<file path="src/rtl/bm_chain_builder.sv">
// Enqueue-side chain builder: pops one free buffer per accepted segment, links
// consecutive buffers of a packet and emits a per-packet descriptor.
module bm_chain_builder #(
  parameter int BUF_PTR_NBITS       = 10,
  parameter int BUF_SIZE            = 64,
  parameter int SEG_BYTES_NBITS     = 7,
  parameter int PACKET_LENGTH_NBITS = 14,
  parameter int BCNT_NBITS          = 8
) (
  input  logic                           i_clk,
  input  logic                           i_rst,
  input  logic                           i_seg_valid,
  input  logic                           i_seg_sop,
  input  logic                           i_seg_eop,
  input  logic [SEG_BYTES_NBITS-1:0]     i_seg_bytes,
  output logic                           o_seg_ready,
  input  logic                           i_free_buf_valid,
  input  logic [BUF_PTR_NBITS-1:0]       i_free_buf_ptr,
  output logic                           o_free_buf_rd,
  output logic                           o_buf_wr_valid,
  output logic [BUF_PTR_NBITS-1:0]       o_buf_wr_ptr,
  output logic                           o_enq_buf_valid,
  output logic [BUF_PTR_NBITS-1:0]       o_enq_buf_ptr_cur,
  output logic [BUF_PTR_NBITS-1:0]       o_enq_buf_ptr_nxt,
  output logic                           o_desc_valid,
  output logic [BUF_PTR_NBITS-1:0]       o_desc_head_ptr,
  output logic [BUF_PTR_NBITS-1:0]       o_desc_tail_ptr,
  output logic [PACKET_LENGTH_NBITS-1:0] o_desc_packet_length,
  output logic [BCNT_NBITS-1:0]          o_desc_buf_count,
  output logic                           o_desc_err,
  output logic [15:0]                    o_drop_cnt
);

  localparam int SUM_W = PACKET_LENGTH_NBITS + 1;
  localparam logic [SEG_BYTES_NBITS-1:0] FULL_SEG = SEG_BYTES_NBITS'(BUF_SIZE);

  typedef enum logic [1:0] {
    ST_IDLE   = 2'd0,
    ST_IN_PKT = 2'd1,
    ST_TRUNC  = 2'd2
  } state_e;

  state_e r_state;
  state_e w_state_nxt;

  logic                           w_seg_ready;
  logic                           w_pop;
  logic                           w_drop;
  logic                           w_trunc;
  logic                           w_in_pkt;
  logic [SUM_W-1:0]               w_len_sum;
  logic                           w_len_ovf;
  logic [PACKET_LENGTH_NBITS-1:0] w_len_new;
  logic [BCNT_NBITS-1:0]          w_cnt_base;
  logic                           w_cnt_sat;
  logic [BCNT_NBITS-1:0]          w_cnt_new;
  logic                           w_err_new;
  logic [BUF_PTR_NBITS-1:0]       w_head_new;

  logic [BUF_PTR_NBITS-1:0]       r_head;
  logic [BUF_PTR_NBITS-1:0]       r_tail;
  logic [PACKET_LENGTH_NBITS-1:0] r_len;
  logic [BCNT_NBITS-1:0]          r_cnt;
  logic                           r_err;

  logic                           r_buf_wr_valid;
  logic [BUF_PTR_NBITS-1:0]       r_buf_wr_ptr;
  logic                           r_enq_valid;
  logic [BUF_PTR_NBITS-1:0]       r_enq_cur;
  logic [BUF_PTR_NBITS-1:0]       r_enq_nxt;
  logic                           r_desc_valid;
  logic [BUF_PTR_NBITS-1:0]       r_desc_head;
  logic [BUF_PTR_NBITS-1:0]       r_desc_tail;
  logic [PACKET_LENGTH_NBITS-1:0] r_desc_len;
  logic [BCNT_NBITS-1:0]          r_desc_cnt;
  logic                           r_desc_err;
  logic [15:0]                    r_drop_cnt;

  // A segment is malformed if empty, oversized, or short without being the last.
  function automatic logic seg_malformed(input logic [SEG_BYTES_NBITS-1:0] bytes,
                                         input logic eop);
    logic bad;
    bad = 1'b0;
    if (bytes == {SEG_BYTES_NBITS{1'b0}}) begin
      bad = 1'b1;
    end else if (bytes > FULL_SEG) begin
      bad = 1'b1;
    end else if (!eop && (bytes != FULL_SEG)) begin
      bad = 1'b1;
    end else begin
      bad = 1'b0;
    end
    return bad;
  endfunction

  // State register.
  always_ff @(posedge i_clk) begin
    if (i_rst) begin
      r_state <= ST_IDLE;
    end else begin
      r_state <= w_state_nxt;
    end
  end

  // Next state, ready and accept qualifiers.
  always_comb begin
    w_state_nxt = r_state;
    w_seg_ready = 1'b0;
    w_pop       = 1'b0;
    w_drop      = 1'b0;
    w_trunc     = 1'b0;
    case (r_state)
      ST_IDLE: begin
        // orphans are swallowed without needing a free buffer
        if (!i_seg_sop) begin
          w_seg_ready = 1'b1;
        end else begin
          w_seg_ready = i_free_buf_valid;
        end
        w_pop  = i_seg_valid & w_seg_ready & i_seg_sop;
        w_drop = i_seg_valid & ~i_seg_sop;
        if (w_pop && !i_seg_eop) begin
          w_state_nxt = ST_IN_PKT;
        end else begin
          w_state_nxt = ST_IDLE;
        end
      end
      ST_IN_PKT: begin
        w_seg_ready = i_free_buf_valid & ~i_seg_sop;
        w_pop       = i_seg_valid & w_seg_ready;
        w_trunc     = i_seg_valid & i_seg_sop;
        if (w_trunc) begin
          w_state_nxt = ST_TRUNC;
        end else if (w_pop && i_seg_eop) begin
          w_state_nxt = ST_IDLE;
        end else begin
          w_state_nxt = ST_IN_PKT;
        end
      end
      ST_TRUNC: begin
        w_state_nxt = ST_IDLE;
      end
      default: begin
        w_state_nxt = ST_IDLE;
      end
    endcase
  end

  // Packet context as it would be after absorbing the offered segment.
  assign w_in_pkt   = (r_state == ST_IN_PKT);
  assign w_len_sum  = (w_in_pkt ? {1'b0, r_len} : {SUM_W{1'b0}}) + SUM_W'(i_seg_bytes);
  assign w_len_ovf  = w_len_sum[SUM_W-1];
  assign w_len_new  = w_len_ovf ? {PACKET_LENGTH_NBITS{1'b1}} : w_len_sum[PACKET_LENGTH_NBITS-1:0];
  assign w_cnt_base = w_in_pkt ? r_cnt : {BCNT_NBITS{1'b0}};
  assign w_cnt_sat  = &w_cnt_base;
  assign w_cnt_new  = w_cnt_sat ? w_cnt_base : w_cnt_base + BCNT_NBITS'(1);
  assign w_err_new  = (w_in_pkt & r_err) | seg_malformed(i_seg_bytes, i_seg_eop)
                    | w_len_ovf | w_cnt_sat;
  assign w_head_new = w_in_pkt ? r_head : i_free_buf_ptr;

  // Running context of the packet being built.
  always_ff @(posedge i_clk) begin
    if (i_rst) begin
      r_head <= {BUF_PTR_NBITS{1'b0}};
      r_tail <= {BUF_PTR_NBITS{1'b0}};
      r_len  <= {PACKET_LENGTH_NBITS{1'b0}};
      r_cnt  <= {BCNT_NBITS{1'b0}};
      r_err  <= 1'b0;
    end else if (w_pop) begin
      r_head <= w_head_new;
      r_tail <= i_free_buf_ptr;
      r_len  <= w_len_new;
      r_cnt  <= w_cnt_new;
      r_err  <= w_err_new;
    end else begin
      r_head <= r_head;
    end
  end

  // Registered strobes: data write, link write, descriptor, orphan counter.
  always_ff @(posedge i_clk) begin
    if (i_rst) begin
      r_buf_wr_valid <= 1'b0;
      r_buf_wr_ptr   <= {BUF_PTR_NBITS{1'b0}};
      r_enq_valid    <= 1'b0;
      r_enq_cur      <= {BUF_PTR_NBITS{1'b0}};
      r_enq_nxt      <= {BUF_PTR_NBITS{1'b0}};
      r_desc_valid   <= 1'b0;
      r_desc_head    <= {BUF_PTR_NBITS{1'b0}};
      r_desc_tail    <= {BUF_PTR_NBITS{1'b0}};
      r_desc_len     <= {PACKET_LENGTH_NBITS{1'b0}};
      r_desc_cnt     <= {BCNT_NBITS{1'b0}};
      r_desc_err     <= 1'b0;
      r_drop_cnt     <= 16'd0;
    end else begin
      r_buf_wr_valid <= w_pop;
      if (w_pop) begin
        r_buf_wr_ptr <= i_free_buf_ptr;
      end else begin
        r_buf_wr_ptr <= r_buf_wr_ptr;
      end
      r_enq_valid <= w_pop & w_in_pkt;
      if (w_pop && w_in_pkt) begin
        r_enq_cur <= r_tail;
        r_enq_nxt <= i_free_buf_ptr;
      end else begin
        r_enq_cur <= r_enq_cur;
      end
      if (w_pop && i_seg_eop) begin
        r_desc_valid <= 1'b1;
        r_desc_head  <= w_head_new;
        r_desc_tail  <= i_free_buf_ptr;
        r_desc_len   <= w_len_new;
        r_desc_cnt   <= w_cnt_new;
        r_desc_err   <= w_err_new;
      end else if (w_trunc) begin
        r_desc_valid <= 1'b1;
        r_desc_head  <= r_head;
        r_desc_tail  <= r_tail;
        r_desc_len   <= r_len;
        r_desc_cnt   <= r_cnt;
        r_desc_err   <= 1'b1;
      end else begin
        r_desc_valid <= 1'b0;
        r_desc_err   <= 1'b0;
      end
      if (w_drop && (r_drop_cnt != 16'hFFFF)) begin
        r_drop_cnt <= r_drop_cnt + 16'd1;
      end else begin
        r_drop_cnt <= r_drop_cnt;
      end
    end
  end

  assign o_seg_ready          = w_seg_ready;
  assign o_free_buf_rd        = w_pop;
  assign o_buf_wr_valid       = r_buf_wr_valid;
  assign o_buf_wr_ptr         = r_buf_wr_ptr;
  assign o_enq_buf_valid      = r_enq_valid;
  assign o_enq_buf_ptr_cur    = r_enq_cur;
  assign o_enq_buf_ptr_nxt    = r_enq_nxt;
  assign o_desc_valid         = r_desc_valid;
  assign o_desc_head_ptr      = r_desc_head;
  assign o_desc_tail_ptr      = r_desc_tail;
  assign o_desc_packet_length = r_desc_len;
  assign o_desc_buf_count     = r_desc_cnt;
  assign o_desc_err           = r_desc_err;
  assign o_drop_cnt           = r_drop_cnt;

endmodule

</file>
<file path="config.mk">
export PLATFORM = sky130hd
export DESIGN_NAME = bm_chain_builder
export DESIGN_NICKNAME = d
export VERILOG_FILES = /design/src/rtl/bm_chain_builder.sv
export SDC_FILE = /design/constraint.sdc
export NUM_CORES = 1
export LEC_CHECK = 0
export ABC_AREA = 1
export BUFFER_PORTS_ARGS = -buffer_cell sky130_fd_sc_hd__buf_2
export CAP_MARGIN = 20
export CORE_UTILIZATION = 50
export CTS_CLUSTER_DIAMETER = 100
export DETAILED_ROUTE_END_ITERATION = 6
export GPL_TIMING_DRIVEN = 0
export HOLD_SLACK_MARGIN = 0.02
export PLACE_DENSITY = 0.83
export SLEW_MARGIN = 20
export SYNTH_ARGS = -nofsm -noshare
export SYNTH_HDL_FRONTEND = slang
export SYNTH_SLANG_ARGS = --single-unit
</file>
<file path="constraint.sdc">
create_clock -name i_clk -period 3.1 [get_ports i_clk]
set_input_delay 0 -clock i_clk [delete_from_list [all_inputs] [get_ports i_clk]]
set_output_delay 0 -clock i_clk [all_outputs]
set_load 0.01 [all_outputs]
</file>
==> metrics.yaml, run 1 <==
clockBufferDepth: 2
first_pass_iters: 5
setup_violations: 0
crit_buf_inv: 5
status: "finished, final reports clean"
worst_ep_arrival_time_ns: 3.21
p_int_mw: 3.114
holdCritPathClass: "in -> reg"
period_needed_ns: 2.883
tightestPinTransition_ns: 0.7380
routabilityCongestion: 0.9515
drt_iter0_markers: 768
grt_usage_pct: 29.43
synth_nets: 939
avgSynthCellArea_um2: 6.854
layout_common_cells: "nand2_1 (219), buf_2 (127), dfxtp_1 (126), nor2_1 (116), inv_1 (101)"
finalMaxSlewViolations: 0
slew_headroom_pct: 50.80
grt_max_degree: 17
synthCells: 906
p_seq_share_pct: 41.9
die_area_um2: 12870
syn2layout_area_growth_pct: 24.54
final_common_cell: "nand2_1"
min-delay-start: "i_seg_sop"
setup_ws_ns: 0.2170
clock-skew-final_ns: 0.01141
crit_path_frequent_cell: "nand2_1"
core-area_um2: 12060
postRouteAntennaNets: 0
io_buffers: 115
pwr-share-comb_pct: 8.8
cts_tree: "built"
crit_slowest_cell: "dfxtp_2"
io_pins: 117
ys_types: 39
ir_drop_uv: 393.3
crit_type: "reg -> reg"
path_max_fanout: 10
dpl.hpwl_um: 12670
critPathLaunch: "r_state[1]"
switchingPower_mw: 1.009
p_clk_share_pct: 49.2
wirelength_um: 18440
rows: 40
reg2reg_depth: 18
leakagePower_nw: 3.633
yosys_warnings: 0
rsz0062_at_grt: "no"
crit_cells: 18
maxCapViolCount: 0
syn_area_um2: 6210
detail_route.wl_per_cell_um: 14.95
cts_inserted_buffers: 17
die_height_um: 113.4
drc: 0
required_ns: 3.42
die_x_um: 113.4
cts_root_buf: "clkbuf_16"
grt_pass1_vias: 6063
critPathLaunchType: "flop"
ys_seq_area_share_pct: 40.94
endpoint_kind: "flop"
num_vias: 6605
worstPathCellList: "inv_2, nand2_4, buf_6, clkbuf_4, nor2_1, ha_1, fa_1, nand3_1, nand2_1, nand2_1, nand2_2, nand3_2, buf_6, nand2_1, nand2_1, o21ai_1, nand2_1, inv_1"
post-place-ws_ns: -0.04907
numClockSinks: 127
nets: 1085
final_util_pct: 64.12
htreeDepth: 4
fmaxAchievable_mhz: 346.9
ys_ff_latch: 127
start_util_pct: 51.48
period_share_pct: 93.00
critical-path-top-delay-family: "simple AND/OR/NAND/NOR gates"
finalPower_mw: 4.123
drive_gt1_share_pct: 17.56
grt_pass1_wl_um: 29460
timing.rr.start: "r_state[1]"
hold_depth: 4
clock_latency_ns: 0.43
grt-ovfl-total: 0
clkTransAtPathRegs_ns: 0.06
fillers: 1054
hold_viol_final: 0
swShare_pct: 24.48
antenna_found_initial: 1
via_per_inst: 5.353
power_density_nw_per_um2: 533.1
cpPeakStageDelay_ns: 0.42
-- cell type report --
class                           count  area (um^2)  share of cell area (%)
Multi-Input combinational cell    627         3052                   39.46
Sequential cell                   127         2544                   32.89
Timing Repair Buffer              127        695.7                   8.995
Clock buffer                       22        464.2                   6.002
Inverter                          106        400.4                   5.177
Buffer                             46        229.0                   2.961
Tap cell                          168        210.2                   2.718
Clock inverter                     10        136.4                   1.763
Antenna cell                        1        2.502                 0.03236
-- final timing paths --
kind	endpoint	slack, ns
max reg2reg	r_len[4]	0.22
max	r_len[4]	0.22
min	r_state[0]	0.05
min reg2reg	r_head[9]	0.47
-- metrics by stage --
stage	hold WS, ns	instance area [um^2]	instances	setup TNS (ns)
global placement	0.2889	6995	1189	-0.2613
floorplan	0.1464	6210	906	0
detailed placement	0.2991	6995	1189	-0.3503
finish	0.05452	7734	1234	0
CTS	0.02762	7717	1233	0
global route	0.08411	7734	1234	0
-- synth_stat cells --
library cell / count / area share, %
nand2_1: 219 / 13
dfxtp_1: 127 / 41
nor2_1: 116 / 7.0
inv_1: 101 / 6.1
o21ai_0: 77 / 6.2
a21oi_1: 53 / 4.3
nand3_1: 42 / 3.4
clkbuf_1: 26 / 1.6
o21ai_1: 18 / 1.5
a31oi_1: 16 / 1.6
buf_2: 14 / 1.1
o211ai_1: 10 / 1.2
xor2_1: 10 / 1.4
ha_1: 9 / 1.8
nand4_1: 9 / 0.91
nor3_1: 8 / 0.64
o21bai_1: 7 / 0.85
xnor2_1: 6 / 0.85
nand2_2: 5 / 0.50
inv_2: 4 / 0.24
nor3b_1: 4 / 0.48
buf_6: 3 / 0.54
buf_4: 2 / 0.24
nand2_4: 2 / 0.36
nand3_2: 2 / 0.32
nor2_2: 2 / 0.20
nor2_4: 2 / 0.36
buf_1: 1 / 0.060
fa_1: 1 / 0.32
inv_4: 1 / 0.10
nand3_4: 1 / 0.28
nor2_8: 1 / 0.32
nor3_2: 1 / 0.16
nor3_4: 1 / 0.26
nor4_1: 1 / 0.10
nor4b_1: 1 / 0.14
o2111a_1: 1 / 0.18
o22ai_1: 1 / 0.10
or2_2: 1 / 0.10
-- worst register-to-register path, cell delays in order, from the launching register on --
cell	delay, ns
dfxtp_2	0.42
inv_2	0.08
nand2_4	0.12
buf_6	0.16
clkbuf_4	0.23
nor2_1	0.07
ha_1	0.20
fa_1	0.41
nand3_1	0.11
nand2_1	0.11
nand2_1	0.12
nand2_2	0.12
nand3_2	0.14
buf_6	0.17
nand2_1	0.08
nand2_1	0.06
o21ai_1	0.06
nand2_1	0.07
inv_1	0.04
-- kinds of logic (layout without fill, tap and decap cells) --
group / count (synthesis) / after routing / synth area share [%]
flip-flops: 127 / 127 / 40.94
AND/OR/NAND/NOR: 418 / 418 / 28.79
XOR/XNOR: 16 / 16 / 2.257
buffers and inverters: 152 / 311 / 9.994
other: 0 / 1 / 0
adder cells (fa/ha/maj): 10 / 10 / 2.136
AO/OA/AOI/OAI: 183 / 183 / 15.88
-- power by group through the flow --
stage | clock [mW] | sequential, mW | combinational [mW]
floorplan | 0 | 1.77 | 0.202
global placement | 0 | 1.76 | 0.334
detailed placement | 0 | 1.76 | 0.340
CTS | 2.04 | 1.73 | 0.356
global route | 2.12 | 1.73 | 0.402
finish | 2.03 | 1.73 | 0.364
-- sequential cells by signal (all words and copies together), names as in the netlist --
name,flops
o_buf_wr_ptr,10
o_buf_wr_valid,1
o_desc_buf_count,8
o_desc_err,1
o_desc_head_ptr,10
o_desc_packet_length,14
o_desc_tail_ptr,10
o_desc_valid,1
o_drop_cnt,16
o_enq_buf_ptr_cur,10
o_enq_buf_ptr_nxt,10
o_enq_buf_valid,1
r_cnt,8
r_err,1
r_head,10
r_len,14
r_state,2
-- routing by layer --
layer	part of all wire (%)	GRT usage, %	routed length [um]	vias up
met3	8.2	7.067	1505	57
met4	3.2	14.65	585	0
li1	-	-	-	3207
met5	0	0	0	-
met2	46	46.95	8573	320
met1	42	37.34	7780	3021
-- what timing repair did --
item / 4_1_cts / 5_1_grt
endpoints found under the hold margin: 41 / 0
setup endpoints to repair: 15 / 26
setup buffers: 0 / 0
hold buffers: 12 / 0
resized for setup: 1 / 5
No activity file was read; power rests on OpenSTA's default activity.
==> inputs of run 2 (changes only) <==
- CTS_BUF_LIST: not set -> sky130_fd_sc_hd__clkbuf_16
==> run 2 against run 1 <==
Combinational power about the same. Worst hold slack improved by 0.0095 ns. Fmax decreased by 0.14%. Design area decreased by 0.26%. Clock skew increased by 0.00064 ns. Clock-buffer cell count decreased by 5. Global-route usage decreased by 0.13 points. Non-clock buffer count unchanged. Utilization decreased by 0.17 points. Via count increased by 0.33%. Routed wire length about the same. Die area unchanged. Critical endpoint is now o_desc_packet_length[4]. Largest cell class unchanged.
==> metrics.yaml, run 2 (same netlist as run 1, synthesis figures left out) <==
status: "finished, final reports clean"  # unchanged
post-place-ws_ns: -0.04907  # unchanged
rr_endpoint: "o_desc_packet_length[4]"  # was r_len[4]
use_met3_pct: 6.589  # was 7.067%
endpoint_kind: "flop"  # unchanged
dp.cells: 1189  # unchanged
crit_buf_inv: 4  # was 5
postRouteAntennaNets: 0  # unchanged
die_x_um: 113.4  # unchanged
crit_type: "reg -> reg"  # unchanged
grt-ovfl-total: 0  # unchanged
detail_route.wl_per_cell_um: 14.95  # about the same
r2r_slack_ns: 0.21  # was 0.22 ns
period_share_pct: 93.13  # was 93.00%
fillers: 1062  # was 1054
switchingPower_mw: 1.008  # was 1.009 mW
htreeDepth: 4  # unchanged
hold_viol_final: 0  # unchanged
multi_input_area_um2: 3052  # unchanged
cts_setup_buffers: 0  # unchanged
finalMaxSlewViolations: 0  # unchanged
final-seq-area_um2: 2544  # unchanged
io_buffers: 115  # unchanged
first_pass_iters: 5  # unchanged
crit_path_frequent_cell: "nand2_1"  # unchanged
die_height_um: 113.4  # unchanged
critical-path-top-delay-family: "simple AND/OR/NAND/NOR gates"  # unchanged
swShare_pct: 24.81  # was 24.48%
via_per_inst: 5.370  # was 5.353
routabilityCongestion: 0.9515  # unchanged
top_usage_layer: "met2"  # unchanged
tns_ns: 0  # unchanged
syn2layout_area_growth_pct: 24.22  # was 24.54%
grt_pass1_vias: 6053  # was 6063
layout_common_cells: "nand2_1 (219), buf_2 (127), dfxtp_1 (126), nor2_1 (116), inv_1 (104)"  # was nand2_1 (219), buf_2 (127), dfxtp_1 (126), nor2_1 (116), inv_1 (101)
required_ns: 3.39  # was 3.42 ns
p_clk_share_pct: 48.5  # was 49.2%
setup_violations: 0  # unchanged
use_met1_pct: 37.47  # was 37.34%
period_needed_ns: 2.887  # was 2.883 ns
grt_pass1_wl_um: 29350  # was 29460 um
antenna_found_initial: 1  # unchanged
ir_drop_uv: 395.4  # was 393.3 uV
start_util_pct: 51.48  # unchanged
grt_usage_pct: 29.30  # was 29.43%
grt_max_degree: 17  # unchanged
clockBufferDepth: 2  # unchanged
nets: 1085  # unchanged
cts_inserted_buffers: 17  # unchanged
dpl.hpwl_um: 12670  # unchanged
rows: 40  # unchanged
clkTransAtPathRegs_ns: 0.05  # was 0.06 ns
rsz0062_at_grt: "no"  # unchanged
maxCapViolCount: 0  # unchanged
drc: 0  # unchanged
holdCritPathClass: "in -> reg"  # unchanged
clock_latency_ns: 0.43  # about the same
worstPathCellList: "inv_2, nand2_4, buf_6, clkbuf_4, nor2_1, ha_1, fa_1, nand3_1, nand2_1, nand2_1, nand2_2, nand3_2, buf_6, nand2_1, a21oi_1, nor2_1"  # was inv_2, nand2_4, buf_6, clkbuf_4, nor2_1, ha_1, fa_1, nand3_1, nand2_1, nand2_1, nand2_2, nand3_2, buf_6, nand2_1, nand2_1, o21ai_1, nand2_1, inv_1
pwr-share-comb_pct: 9.0  # was 8.8%
num_vias: 6627  # was 6605
critPathLaunch: "r_state[1]"  # unchanged
final_common_cell: "nand2_1"  # unchanged
power_density_nw_per_um2: 526.6  # was 533.1 nW/um^2
setup_ws_ns: 0.2128  # was 0.2170 ns
holdWs_ns: 0.06403  # was 0.05452 ns
leakagePower_nw: 3.635  # was 3.633 nW
crit_cells: 16  # was 18
grtUsageMet2_pct: 46.83  # was 46.95%
critPathLaunchType: "flop"  # unchanged
io_pins: 117  # unchanged
reg2reg_depth: 16  # was 18
path_max_fanout: 10  # unchanged
wirelength_um: 18450  # was 18440 um
cts_tree: "built"  # unchanged
worst_ep_arrival_time_ns: 3.18  # was 3.21 ns
largest_reg_flops: 16  # unchanged
cts_root_buf: "clkbuf_16"  # unchanged
drive_gt1_share_pct: 17.37  # was 17.56%
timing.rr.start: "r_state[1]"  # unchanged
fmaxAchievable_mhz: 346.4  # was 346.9 MHz
crit_path_end: "o_desc_packet_length[4]"  # was r_len[4]
core-area_um2: 12060  # unchanged
clock-skew-final_ns: 0.01205  # was 0.01141 ns
drt_iter0_markers: 759  # was 768
numClockSinks: 127  # unchanged
cpPeakStageDelay_ns: 0.43  # was 0.42 ns
p_int_mw: 3.054  # was 3.114 mW
crit_slowest_cell: "dfxtp_2"  # unchanged
die_area_um2: 12870  # unchanged
p_seq_share_pct: 42.6  # was 41.9%
slew_headroom_pct: 51.00  # was 50.80%
tightestPinTransition_ns: 0.7350  # was 0.7380 ns
final_cells: 1234  # unchanged
## run 2: layout make-up
type,count,share of cell area [%]
diodes,1,0.03244
repair buffers,127,9.019
multi-input cells,627,39.56
clock inverters,15,2.011
flip-flops and latches,127,32.98
plain buffers,46,2.968
well taps,168,2.725
clock buffers,17,5.515
inverters,106,5.191
## run 2: power groups by stage
stage | combinational [mW] | clock (mW) | sequential (mW)
6_report | 0.365 | 1.97 | 1.73
5_1_grt | 0.401 | 2.06 | 1.73
4_1_cts | 0.356 | 1.97 | 1.73
3_5_place_dp | 0.340 | 0 | 1.76
3_3_place_gp | 0.334 | 0 | 1.76
2_1_floorplan | 0.202 | 0 | 1.77
## run 2: worst min path at each step
stage                                  to  depth (start not counted)               from
after floorplan           o_buf_wr_ptr[1]                          2  i_free_buf_ptr[1]
after global placement    o_buf_wr_ptr[6]                          3  i_free_buf_ptr[6]
after detailed placement  o_buf_wr_ptr[8]                          3  i_free_buf_ptr[8]
after CTS                      r_state[0]                          4          i_seg_sop
after global routing           o_desc_err                          6     i_seg_bytes[6]
final                          r_state[0]                          4          i_seg_sop
## run 2: tightest hold or removal path: stages
cell      delay (ns)
buf_2           0.12
nor2_1          0.10
nand2_1         0.07
o2111a_1        0.17
## run 2: repair_timing
action | CTS | global route
resized for setup | 1 | 5
hold buffers | 12 | 0
setup endpoints to repair | 15 | 26
endpoints found under the hold margin | 40 | 0
## run 2: metrics by stage
step           power [mW]  utilization, %  cell area [um^2]
3_5_place_dp        2.102           58.00              6995
5_1_grt             4.198           63.95              7714
2_1_floorplan       1.970               -              6210
3_3_place_gp        2.094           58.00              6995
4_1_cts             4.058           63.82              7697
6_report            4.062           63.95              7714
## run 2: layer usage
layer / share of wire, % / up-vias
li1: - / 3210
met1: 42 / 3025
met2: 46 / 337
met3: 8.3 / 55
met4: 3.1 / 0
met5: 0 / -
